`src/rtl/mem_arbiter_if.sv`:
```
// Bus bundle between the fetch/data requesters, the memory port and mem_arbiter.
// The arbiter connects through the slave modport; the requester/memory side connects through master.
interface mem_arbiter_if;
  logic        if_req;
  logic [31:0] if_addr;
  logic        if_gnt;
  logic        if_rvalid;
  logic [31:0] if_rdata;

  logic        dm_req;
  logic        dm_we;
  logic [31:0] dm_addr;
  logic [31:0] dm_wdata;
  logic [3:0]  dm_be;
  logic        dm_gnt;
  logic        dm_rvalid;
  logic [31:0] dm_rdata;

  logic        mem_req;
  logic        mem_we;
  logic [31:0] mem_addr;
  logic [31:0] mem_wdata;
  logic [3:0]  mem_be;
  logic        mem_ready;
  logic [31:0] mem_rdata;

  logic        busy;

  modport slave (
    input  if_req, if_addr,
    input  dm_req, dm_we, dm_addr, dm_wdata, dm_be,
    input  mem_ready, mem_rdata,
    output if_gnt, if_rvalid, if_rdata,
    output dm_gnt, dm_rvalid, dm_rdata,
    output mem_req, mem_we, mem_addr, mem_wdata, mem_be,
    output busy
  );

  modport master (
    output if_req, if_addr,
    output dm_req, dm_we, dm_addr, dm_wdata, dm_be,
    output mem_ready, mem_rdata,
    input  if_gnt, if_rvalid, if_rdata,
    input  dm_gnt, dm_rvalid, dm_rdata,
    input  mem_req, mem_we, mem_addr, mem_wdata, mem_be,
    input  busy
  );
endinterface

```
`src/rtl/mem_arbiter.sv`:
```
// Two-port (fetch/data) arbiter onto a single memory port, one access in flight.
// Optional fetch starvation guard enabled by defining MEM_ARB_STARVE_GUARD_EN.
//
// state | meaning
// IDLE  | no access in flight; arbitrate and grant one requester
// FETCH | fetch access on memory port, waiting for mem_ready
// DATA  | load/store access on memory port, waiting for mem_ready
module mem_arbiter (
  input  logic         clk,
  input  logic         rst,
  mem_arbiter_if.slave bus
);

  typedef enum logic [1:0] {
    IDLE  = 2'd0,
    FETCH = 2'd1,
    DATA  = 2'd2
  } state_e;

  state_e      state_q, state_d;
  logic [31:0] addr_q, addr_d;
  logic [31:0] wdata_q, wdata_d;
  logic        we_q, we_d;
  logic [3:0]  be_q, be_d;

  logic        if_rvalid_q, if_rvalid_d;
  logic [31:0] if_rdata_q, if_rdata_d;
  logic        dm_rvalid_q, dm_rvalid_d;
  logic [31:0] dm_rdata_q, dm_rdata_d;

  logic        if_gnt;
  logic        dm_gnt;
  logic        fetch_first;
  logic        active;

`ifdef MEM_ARB_STARVE_GUARD_EN
  // Counts data grants that overtook a waiting fetch; at 4 the fetch wins once.
  logic [2:0] starve_q, starve_d;

  assign fetch_first = (starve_q == 3'd4);

  always_comb begin
    starve_d = starve_q;
    if (if_gnt) begin
      starve_d = 3'd0;
    end else if (dm_gnt && bus.if_req && (starve_q != 3'd7)) begin
      starve_d = starve_q + 3'd1;
    end
  end

  always_ff @(posedge clk) begin
    if (rst) begin
      starve_q <= 3'd0;
    end else begin
      starve_q <= starve_d;
    end
  end
`else
  assign fetch_first = 1'b0;
`endif

  always_comb begin
    state_d     = state_q;
    addr_d      = addr_q;
    wdata_d     = wdata_q;
    we_d        = we_q;
    be_d        = be_q;
    if_rvalid_d = 1'b0;
    dm_rvalid_d = 1'b0;
    if_rdata_d  = if_rdata_q;
    dm_rdata_d  = dm_rdata_q;
    if_gnt      = 1'b0;
    dm_gnt      = 1'b0;

    case (state_q)
      IDLE: begin
        if (!rst) begin
          if (bus.dm_req && !(fetch_first && bus.if_req)) begin
            dm_gnt  = 1'b1;
            state_d = DATA;
            addr_d  = bus.dm_addr;
            wdata_d = bus.dm_wdata;
            we_d    = bus.dm_we;
            be_d    = bus.dm_we ? bus.dm_be : 4'hF;
          end else if (bus.if_req) begin
            if_gnt  = 1'b1;
            state_d = FETCH;
            addr_d  = bus.if_addr;
            wdata_d = 32'h0;
            we_d    = 1'b0;
            be_d    = 4'hF;
          end
        end
      end
      FETCH: begin
        if (bus.mem_ready) begin
          if_rvalid_d = 1'b1;
          if_rdata_d  = bus.mem_rdata;
          state_d     = IDLE;
        end
      end
      DATA: begin
        if (bus.mem_ready) begin
          dm_rvalid_d = 1'b1;
          dm_rdata_d  = we_q ? 32'h0 : bus.mem_rdata;
          state_d     = IDLE;
        end
      end
      default: begin
        state_d = IDLE;
      end
    endcase
  end

  always_ff @(posedge clk) begin
    if (rst) begin
      state_q     <= IDLE;
      addr_q      <= 32'h0;
      wdata_q     <= 32'h0;
      we_q        <= 1'b0;
      be_q        <= 4'h0;
      if_rvalid_q <= 1'b0;
      if_rdata_q  <= 32'h0;
      dm_rvalid_q <= 1'b0;
      dm_rdata_q  <= 32'h0;
    end else begin
      state_q     <= state_d;
      addr_q      <= addr_d;
      wdata_q     <= wdata_d;
      we_q        <= we_d;
      be_q        <= be_d;
      if_rvalid_q <= if_rvalid_d;
      if_rdata_q  <= if_rdata_d;
      dm_rvalid_q <= dm_rvalid_d;
      dm_rdata_q  <= dm_rdata_d;
    end
  end

  // Outputs are forced low for the whole reset cycle, not just after the edge.
  assign active        = (state_q != IDLE) && !rst;

  assign bus.if_gnt    = if_gnt;
  assign bus.dm_gnt    = dm_gnt;
  assign bus.mem_req   = active;
  assign bus.mem_we    = active && we_q;
  assign bus.mem_addr  = active ? addr_q  : 32'h0;
  assign bus.mem_wdata = active ? wdata_q : 32'h0;
  assign bus.mem_be    = active ? be_q    : 4'h0;
  assign bus.busy      = active;

  assign bus.if_rvalid = if_rvalid_q && !rst;
  assign bus.if_rdata  = rst ? 32'h0 : if_rdata_q;
  assign bus.dm_rvalid = dm_rvalid_q && !rst;
  assign bus.dm_rdata  = rst ? 32'h0 : dm_rdata_q;

endmodule

```
`src/flat_wrapper.sv`:
```
// flat-port wrapper written by rule: the top's interface ports become plain ports
module mem_arbiter_flat 
  (clk, rst, bus_if_req, bus_if_addr, bus_dm_req, bus_dm_we, bus_dm_addr, bus_dm_wdata, bus_dm_be, bus_mem_ready, bus_mem_rdata, bus_if_gnt, bus_if_rvalid, bus_if_rdata, bus_dm_gnt, bus_dm_rvalid, bus_dm_rdata, bus_mem_req, bus_mem_we, bus_mem_addr, bus_mem_wdata, bus_mem_be, bus_busy);
  mem_arbiter_if bus_i ();
  input  logic clk;
  input  logic rst;
  input wire logic [$bits(bus_i.if_req)-1:0] bus_if_req;
  input wire logic [$bits(bus_i.if_addr)-1:0] bus_if_addr;
  input wire logic [$bits(bus_i.dm_req)-1:0] bus_dm_req;
  input wire logic [$bits(bus_i.dm_we)-1:0] bus_dm_we;
  input wire logic [$bits(bus_i.dm_addr)-1:0] bus_dm_addr;
  input wire logic [$bits(bus_i.dm_wdata)-1:0] bus_dm_wdata;
  input wire logic [$bits(bus_i.dm_be)-1:0] bus_dm_be;
  input wire logic [$bits(bus_i.mem_ready)-1:0] bus_mem_ready;
  input wire logic [$bits(bus_i.mem_rdata)-1:0] bus_mem_rdata;
  output wire logic [$bits(bus_i.if_gnt)-1:0] bus_if_gnt;
  output wire logic [$bits(bus_i.if_rvalid)-1:0] bus_if_rvalid;
  output wire logic [$bits(bus_i.if_rdata)-1:0] bus_if_rdata;
  output wire logic [$bits(bus_i.dm_gnt)-1:0] bus_dm_gnt;
  output wire logic [$bits(bus_i.dm_rvalid)-1:0] bus_dm_rvalid;
  output wire logic [$bits(bus_i.dm_rdata)-1:0] bus_dm_rdata;
  output wire logic [$bits(bus_i.mem_req)-1:0] bus_mem_req;
  output wire logic [$bits(bus_i.mem_we)-1:0] bus_mem_we;
  output wire logic [$bits(bus_i.mem_addr)-1:0] bus_mem_addr;
  output wire logic [$bits(bus_i.mem_wdata)-1:0] bus_mem_wdata;
  output wire logic [$bits(bus_i.mem_be)-1:0] bus_mem_be;
  output wire logic [$bits(bus_i.busy)-1:0] bus_busy;
  assign bus_i.if_req = bus_if_req;
  assign bus_i.if_addr = bus_if_addr;
  assign bus_i.dm_req = bus_dm_req;
  assign bus_i.dm_we = bus_dm_we;
  assign bus_i.dm_addr = bus_dm_addr;
  assign bus_i.dm_wdata = bus_dm_wdata;
  assign bus_i.dm_be = bus_dm_be;
  assign bus_i.mem_ready = bus_mem_ready;
  assign bus_i.mem_rdata = bus_mem_rdata;
  assign bus_if_gnt = bus_i.if_gnt;
  assign bus_if_rvalid = bus_i.if_rvalid;
  assign bus_if_rdata = bus_i.if_rdata;
  assign bus_dm_gnt = bus_i.dm_gnt;
  assign bus_dm_rvalid = bus_i.dm_rvalid;
  assign bus_dm_rdata = bus_i.dm_rdata;
  assign bus_mem_req = bus_i.mem_req;
  assign bus_mem_we = bus_i.mem_we;
  assign bus_mem_addr = bus_i.mem_addr;
  assign bus_mem_wdata = bus_i.mem_wdata;
  assign bus_mem_be = bus_i.mem_be;
  assign bus_busy = bus_i.busy;
  mem_arbiter u_core (.clk(clk), .rst(rst), .bus(bus_i));
endmodule
```
`config.mk`:
```
export PLATFORM = sky130hd
export DESIGN_NAME = mem_arbiter_flat
export DESIGN_NICKNAME = d
export VERILOG_FILES = /design/src/rtl/mem_arbiter_if.sv /design/src/rtl/mem_arbiter.sv /design/src/flat_wrapper.sv
export SDC_FILE = /design/constraint.sdc
export NUM_CORES = 1
export LEC_CHECK = 0
export ABC_CLOCK_PERIOD_IN_PS = 3400
export CAP_MARGIN = 20
export CORE_MARGIN = 2
export CORE_UTILIZATION = 44
export DETAILED_ROUTE_END_ITERATION = 8
export PLACE_DENSITY_LB_ADDON = 0.05
export SLEW_MARGIN = 10
export SYNTH_ARGS = -nofsm -noshare
export SYNTH_HDL_FRONTEND = slang
export SYNTH_SLANG_ARGS = --single-unit
```
`constraint.sdc`:
```
create_clock -name clk -period 3.4 [get_ports clk]
set_input_delay 0.68 -clock clk [delete_from_list [all_inputs] [get_ports clk]]
set_output_delay 0.68 -clock clk [all_outputs]
set_load 0.03 [all_outputs]
```
Word level (Yosys, flattened, before mapping). Cells that the tools add are included.

$add $sub $neg: 0. $mul: 0. Div/mod/pow operators: 0. Magnitude comparators: 0. Eq/ne operators: 4. Shift-type cells: 0. Multiplexer cells: 27. Bitwise logic cells: 2. Reductions and logical operators: 15.

Operators by type and width (number): $mux 32 (9); $mux 4 (4); $mux 1 (10); $reduce_and 2->1 (4); $mux 2 (3); $reduce_or 2->1 (3); $logic_and 1x1->1 (4); $pmux 2 s2 (1); $reduce_bool 2->1 (2); $ne 3x3->1 const B (1); $eq 2x1->1 const B (1); $eq 2x2->1 const B (1); $logic_not 2->1 (1); $ne 2x1->1 const B (1); $not 1->1 (2); $logic_not 1->1 (1).

Register bits: 137. Latch bits: 0. Bits in writable memories: 0. Memory bits (read-only): 0. Input bits: 138. Output and inout bits: 139. Memories: 0.

Longest topological paths before layout. Gate-level depths: netlist of run 1.

Depth after elaboration: 4. Gate-level depth with buffers: 7. Mapped depth without buffers: 5.

Worst setup path before layout of run 1. Ideal clock, no wire load.

Kind: input to output. Start: in rst. End: out bus_if_gnt. Arrival time: 1.971 ns. Slack: 0.749 ns. Stages: 3. Cell sequence: buf_6 clkbuf_2 nor4bb_1.

Cells in the longest elaborated chain, start to end: 2.

Ends and longest elaborated chain: start, declared (line flat_wrapper.sv:6) `input logic rst;`; $mux 1 (line mem_arbiter.sv:77) `if (!rst) begin`; $mux 1 (line mem_arbiter.sv:75) `case (state_q)`; end, declared (line flat_wrapper.sv:16) `output wire logic [$bits(bus_i.if_gnt)-1:0] bus_if_gnt;`.

No other way between the ends.

Final worst setup path of run 1.
Start: in bus_if_req. End: out bus_if_gnt.

Cells in the longest elaborated chain, start to end: 4.

Ends and longest elaborated chain: start, declared (line flat_wrapper.sv:7) `input wire logic [$bits(bus_i.if_req)-1:0] bus_if_req;`; $mux 1 (line mem_arbiter.sv:85) `end else if (bus.if_req) begin`; $mux 1 (line mem_arbiter.sv:78) `if (bus.dm_req && !(fetch_first && bus.if_req)) begin`; $mux 1 (line mem_arbiter.sv:77); $mux 1 (line mem_arbiter.sv:75).

No other way between the ends.

==> metrics.md, run 1 <==
| Metric | Value |
|---|---|
| Final Instance Count excl. Fillers | `960` |
| Resize count post-CTS | `0` |
| ANT nets after route | `0` |
| Slowest CP cell | `clkdlybuf4s50_1` |
| Worst Tran Pin Value | `0.794 ns` |
| Clock Latency Late Sink | `0.41 ns` |
| WP data required | `2.72 ns` |
| Status | `complete, no violations` |
| P_sw | `1.04 mW` |
| Largest buffer count on any clock path | `2` |
| Period minus WS final | `2.96 ns` |
| Initial Util | `44.7%` |
| Worst clock skew | `0.0115 ns` |
| CTS buffer count | `17` |
| Buffers on Ports | `276` |
| Hold_buf cts | `0` |
| Placed cells | `just over 900` |
| Ys async rst share | `0%` |
| Share of post-route cells with drive strength above 1 | `15.1%` |
| Die Ht | `116 µm` |
| HP Class | `reg2reg` |
| CTS tree | `yes` |
| Crit-path cells | `clkdlybuf4s50_1 > nor4bb_1 > clkdlybuf4s50_1` |
| Flop pwr share | `about two fifths` |
| P_leak | `3.63 nW` |
| Layout fillers | `1007` |
| Final Wtd Congestion | `0.829` |
| DR pass1 iterations | `5` |
| Top-area cell type share of the netlist area | `49.3%` |
| Final WL | `16000 µm` |
| Mean Syn Cell Area | `10.8 µm²` |
| Post-Syn Instances | `516` |
| Nets@finish | `918` |
| Leading area contributor after synthesis | `dfxtp_1` |
| Main synth FF type | `dfxtp_1` |
| Vias in the first global route | `4749` |
| Cell Area, Synth | `roughly 5600 µm²` |
| Critical Path Source | `bus_if_req` |
| Setup CP Type | `in2out` |
| Clock root cell | `clkbuf_16` |
| Die Width | `about 120 µm` |
| Setup Fix Bufs, Post-CTS | `0` |
| Max stage delay on crit path | `0.72 ns` |
| WL/cell | `16.7 µm` |
| Clock transition at path regs | `0.05 ns` |
| Synth cell types | `29` |
| Total GRT Usage | `23.2%` |
| Power share of the clock group | `about 42%` |
| Area contributors post-synth | `dfxtp_1 49%, a22o_1 10%, and2_1 7.8%` |
| Row count | `41` |
| Initial antenna violation count | `0` |
| Int Pwr | `3.24 mW` |
| # IOs | `277` |
| Setup TNS | `0 ns` |
| Post-synth EDFFs | `0` |
| Storage cell area | `2740 µm²` |
| WP data arrival | `2.28 ns` |
| Maximum fanout along the worst path | `4` |
| DR vias | `4821` |
| Largest net degree at the start of global routing | `58` |
| Synth top cells by count | `137 x dfxtp_1, 69 x and2_1, 66 x nor2b_1` |
| RSZ-0062 raised after global routing | `no` |
| First-pass GRT wire length | `around 24000 µm` |
| Core footprint | `12500 µm²` |
| Count leader, synth | `dfxtp_1` |
| Full die area | `roughly 14000 µm²` |
| Post-DP HPWL | `11400 µm` |
| Area of the multi-input gates | `2560 µm²` |
| Post-synthesis net count | `658` |
| Remaining routing DRC violations | `0` |
| Worst VDD drop | `0.372 mV` |
| Fin util | `70.7%` |
| Worst path most repeated cell | `clkdlybuf4s50_1` |
| Highest clock rate | `337 MHz` |
| Area delta synth->final | `58.3%` |
| Vias/cell | `5.02` |
| First-iteration detailed-routing DRC count | `213` |
| Sink Count | `137` |
| #FFs+latches synth | `137` |
| Final Hold Fails | `0` |
| Synth Warn # | `0` |
| Sequential share of the synthesized area | `49.3%` |
| Max Slew Vio Count | `0` |
| Family with the most delay on the worst path | `buffers and inverters` |
| # setup viols final | `0` |
| CP endpoint kind | `output port` |
| R2r startpoint | `u_core.state_q[0]$_SDFFE_PP0P_` |
| Switching part of the total | `24.3%` |
| Post-route clock period utilization | `between 80 and 90%` |
| Crit path launch type | `input port` |
| Comb pwr share | `between 15 and 20%` |
| HP Start | `u_core.addr_q[23]$_SDFFE_PP0P_` |
| GRT overflow | `0` |
| CTS H-tree depth | `4` |
| Max Cap Viol | `0` |
| # diodes | `0` |
| Rel. slew slack | `a little under half` |
| Crit path buf inv count | `2` |
| PD cells | `486 nW/µm²` |
[cells in the final DEF, fill, tap and decap left out, drive strengths merged]
cell / count
clkdlybuf4s50: 205
dfxtp: 137
buf: 82
and2: 69
nor2b: 66
a22o: 65
mux2i: 32
o2bb2ai: 32
o22a: 32
clkbuf: 23
nor2: 10
clkinv: 5
o22ai: 4
ha: 4
nand2b: 4
nand2: 3
inv: 2
a21oi: 2
nand3: 2
bufinv: 2
and3b: 1
nor4bb: 1
o21a: 1
a211oi: 1
nor3: 1
a21o: 1
clkinvlp: 1
[cell families (layout without fill, tap and decap cells)]
logic type / count (synthesis) / count (layout) / synth area share, %
multiplexers: 32 / 32 / 5.75
buffers and inverters: 48 / 320 / 5.08
flip-flops: 137 / 137 / 49.3
AND/OR/NAND/NOR: 157 / 157 / 17.6
adder cells (fa/ha/maj): 4 / 4 / 0.899
AO/OA/AOI/OAI: 138 / 138 / 21.5
[stage by stage]
step / hold WS [ns] / power, mW / setup WS, ns / cell area, µm²
3_5_place_dp: 0.440 / 2.50 / 0.424 / 8220
4_1_cts: 0.456 / 4.32 / 0.421 / 8810
6_report: 0.450 / 4.29 / 0.437 / 8810
5_1_grt: 0.464 / 4.47 / 0.375 / 8810
2_1_floorplan: 0.424 / 2.18 / 0.749 / 5570
3_3_place_gp: 0.437 / 2.49 / 0.465 / 8220
[power groups by stage]
stage	Combinational (mW)	Clock [mW]	Sequential, mW
4_1_cts	0.704	1.84	1.77
3_5_place_dp	0.700	0	1.80
2_1_floorplan	0.394	0	1.79
5_1_grt	0.751	1.93	1.78
3_3_place_gp	0.688	0	1.80
6_report	0.699	1.82	1.77
[sequential cells by signal, summed over array words and instances, names as in the netlist]
name,cells
u_core.addr_q,32
u_core.if_rvalid_q,1
u_core.dm_rvalid_q,1
u_core.dm_rdata_q,32
u_core.state_q,2
u_core.if_rdata_q,32
u_core.we_q,1
u_core.wdata_q,32
u_core.be_q,4
[area by class of cell]
cell class	instances	share of cell area, %
repair buffers	287	30.6
clock buffers	23	5.65
multi-input cells	331	29.0
well taps	172	2.44
flip-flops and latches	137	31.1
inverters	2	0.0852
clock inverters	8	1.05
[final timing paths]
check	depth (start not counted)	to	slack, ns
worst max register to register	6	u_core.addr_q[9]$_SDFFE_PP0P_	1.45
worst min register to register	1	u_core.addr_q[23]$_SDFFE_PP0P_	0.45
worst max-delay path	3	bus_if_gnt	0.44
worst min-delay path	1	u_core.addr_q[23]$_SDFFE_PP0P_	0.45
[per-layer routing]
layer | track usage, % | part of all wire (%) | vias up
met1 | 26.9 | 40 | 2251
met2 | 37.9 | 48 | 188
met3 | 9.91 | 9.9 | 24
li1 | - | - | 2358
met4 | 9.29 | 2.0 | 0
met5 | 0 | 0 | -
Power figures use the tool's default switching activity.
==> run 2, diff against run 1 <==
--- a/config.mk
+++ b/config.mk
@@ -8,7 +8,7 @@
 export ABC_CLOCK_PERIOD_IN_PS = 3400
 export CAP_MARGIN = 20
 export CORE_MARGIN = 2
-export CORE_UTILIZATION = 44
+export CORE_UTILIZATION = 25
 export DETAILED_ROUTE_END_ITERATION = 8
 export PLACE_DENSITY_LB_ADDON = 0.05
 export SLEW_MARGIN = 10
==> run 2 against run 1 <==
Fmax increased by 0.27%. Wire length increased by 13%. Setup slack improved by 0.0079 ns. Power decreased by 2.2%. Register-to-register slack improved by 0.02 ns. Sequential cell count unchanged. Via count decreased by 0.52%. Global-route usage decreased by 8.1 points. Sequential share of layout area decreased by 0.38 points. Design area increased by 1.2%. Sequential power about the same.
==> metrics.md, run 2 (synthesis gave the netlist of run 1 again) <==
| Metric | Value |
|---|---|
| Vias/cell | `4.48 (-11%)` |
| Setup Fix Bufs, Post-CTS | `0 (unchanged)` |
| Clock transition at path regs | `0.06 ns (about the same)` |
| First-pass GRT wire length | `28200 µm (+15%)` |
| P_leak | `3.60 nW (-0.60%)` |
| Switching part of the total | `27.4% (+3.1 points)` |
| Status | `complete, no violations` |
| First-iteration detailed-routing DRC count | `158 (-26%)` |
| DR vias | `4796 (-0.52%)` |
| HP Class | `reg2reg` |
| Setup TNS | `0 ns (unchanged)` |
| Power share of the clock group | `41.0% (-1.4 points)` |
| Die Width | `153 µm (+32%)` |
| Final Instance Count excl. Fillers | `1071 (+12%)` |
| Share of post-route cells with drive strength above 1 | `15.4% (+0.32 points)` |
| # diodes | `0 (unchanged)` |
| Period minus WS final | `2.96 ns (-0.00795 ns)` |
| HP Start | `u_core.addr_q[4]$_SDFFE_PP0P_` |
| Int Pwr | `3.04 mW (-6.2%)` |
| CP endpoint kind | `output port` |
| # setup viols final | `0 (unchanged)` |
| Max Cap Viol | `0 (unchanged)` |
| Hold_buf cts | `0 (unchanged)` |
| CTS tree | `yes` |
| Die Ht | `153 µm (+32%)` |
| RSZ-0062 raised after global routing | `no` |
| CTS buffer count | `17 (unchanged)` |
| Core footprint | `21800 µm² (+75%)` |
| WP data required | `2.72 ns (about the same)` |
| GRT overflow | `0 (unchanged)` |
| Placed cells | `1039 (+12%)` |
| CTS H-tree depth | `4 (unchanged)` |
| Largest net degree at the start of global routing | `66 (+14%)` |
| Largest buffer count on any clock path | `2 (unchanged)` |
| Sink Count | `137 (unchanged)` |
| Worst clock skew | `0.0113 ns (-0.000232 ns)` |
| Clock root cell | `clkbuf_16` |
| Finished Cell Area | `8920 µm² (+1.2%)` |
| Final WL | `18000 µm (+13%)` |
| Full die area | `23500 µm² (+73%)` |
| Slowest CP cell | `clkdlybuf4s50_1` |
| Row count | `54 (+32%)` |
| Most frequent cells in the layout | `205 x clkdlybuf4s50_1, 137 x dfxtp_1, 79 x buf_4` |
| Flop2flop setup slack | `1.47 ns (+0.02 ns)` |
| Post-route clock period utilization | `86.9% (-0.23 points)` |
| P_sw | `1.15 mW (+10%)` |
| Max stage delay on crit path | `0.72 ns (about the same)` |
| Crit-path cells | `clkdlybuf4s50_1 > nor4bb_1 > clkdlybuf4s50_1` |
| Vias in the first global route | `5059 (+6.5%)` |
| Worst hold slack | `0.455 ns (+0.00498 ns)` |
| Remaining routing DRC violations | `0 (unchanged)` |
| WL/cell | `16.8 µm (+1.0%)` |
| Most common cell after layout, fill and taps aside | `clkdlybuf4s50_1` |
| Highest clock rate | `338 MHz (+0.27%)` |
| Setup CP Type | `in2out` |
| Max Slew Vio Count | `0 (unchanged)` |
| WP data arrival | `2.28 ns (about the same)` |
| Maximum fanout along the worst path | `4 (unchanged)` |
| Family with the most delay on the worst path | `buffers and inverters` |
| Resize count post-CTS | `0 (unchanged)` |
| Clock Latency Late Sink | `0.42 ns (about the same)` |
| Critical Path Source | `bus_if_req` |
| Buffers on Ports | `276 (unchanged)` |
| Rel. slew slack | `49.6% (+2.6 points)` |
| PD cells | `470 nW/µm² (-3.4%)` |
| Post-DP HPWL | `12600 µm (+11%)` |
| Flop pwr share | `42.2% (+0.9 points)` |
| Final Wtd Congestion | `0.754 (-9.1%)` |
| DR pass1 iterations | `4 (-1)` |
| Comb pwr share | `16.8% (+0.5 points)` |
| Crit path buf inv count | `2 (unchanged)` |
| # IOs | `277 (unchanged)` |
| Placed cell area | `8370 µm² (+1.8%)` |
| Nets@finish | `920 (+0.22%)` |
| Final Hold Fails | `0 (unchanged)` |
| ANT nets after route | `0 (unchanged)` |
| Crit path launch type | `input port` |
| Worst path most repeated cell | `clkdlybuf4s50_1` |
| Tot Pwr | `4.19 mW (-2.2%)` |
| Worst VDD drop | `0.324 mV (-13%)` |
| Total GRT Usage | `15.1% (-8.1 points)` |
| Worst Tran Pin Value | `0.757 ns (-0.0376 ns)` |
| Area delta synth->final | `60.2%` |
| Initial Util | `25.5% (-19 points)` |
| Initial antenna violation count | `1 (+1)` |
| R2r startpoint | `u_core.state_q[0]$_SDFFE_PP0P_` |
-- run 2: path summary, 6_finish.rpt --
path                                      to  depth (start not counted)
max                               bus_if_gnt                          3
min            u_core.addr_q[4]$_SDFFE_PP0P_                          1
max reg2reg  u_core.wdata_q[14]$_SDFFE_PP0P_                          6
min reg2reg    u_core.addr_q[4]$_SDFFE_PP0P_                          1
-- run 2: power by group through the flow --
stage,Clock (mW),Combinational (mW),Sequential [mW]
after detailed placement,0,0.714,1.80
after global routing,1.87,0.762,1.78
after CTS,1.79,0.718,1.77
after global placement,0,0.707,1.80
after floorplan,0,0.394,1.79
final,1.72,0.705,1.77
-- run 2: area by class of cell --
class / count / area [µm²]
multi-input cells: 331 / 2550
clock inverters: 14 / 113
well taps: 280 / 350
repair buffers: 289 / 2720
inverters: 2 / 7.51
fillers: 2138 / 12900
clock buffers: 18 / 439
flip-flops and latches: 137 / 2740
-- run 2: through the flow --
| stage | worst slack, ns | utilization (%) |
|---|---|---|
| after floorplan | 0.749 | - |
| after global placement | 0.405 | 38.4 |
| after detailed placement | 0.434 | 38.4 |
| after CTS | 0.430 | 40.9 |
| after global routing | 0.381 | 40.9 |
| final | 0.445 | 40.9 |
-- run 2: layer usage --
metal | vias to the layer above | track usage (%) | routed length, µm
li1 | 2365 | - | -
met1 | 2242 | 17.2 | 7460
met2 | 174 | 25.5 | 8650
met3 | 15 | 6.75 | 1640
met4 | 0 | 4.41 | 270
met5 | - | 0 | 0
==> run 3, diff against run 2 <==
--- a/config.mk
+++ b/config.mk
@@ -11,6 +11,7 @@
 export CORE_UTILIZATION = 25
 export DETAILED_ROUTE_END_ITERATION = 8
 export PLACE_DENSITY_LB_ADDON = 0.05
+export SKIP_CTS_REPAIR_TIMING = 1
 export SLEW_MARGIN = 10
 export SYNTH_ARGS = -nofsm -noshare
 export SYNTH_HDL_FRONTEND = slang
==> results of run 3 <==
The final DEF is identical to that of run 2; final timing and power are the same.
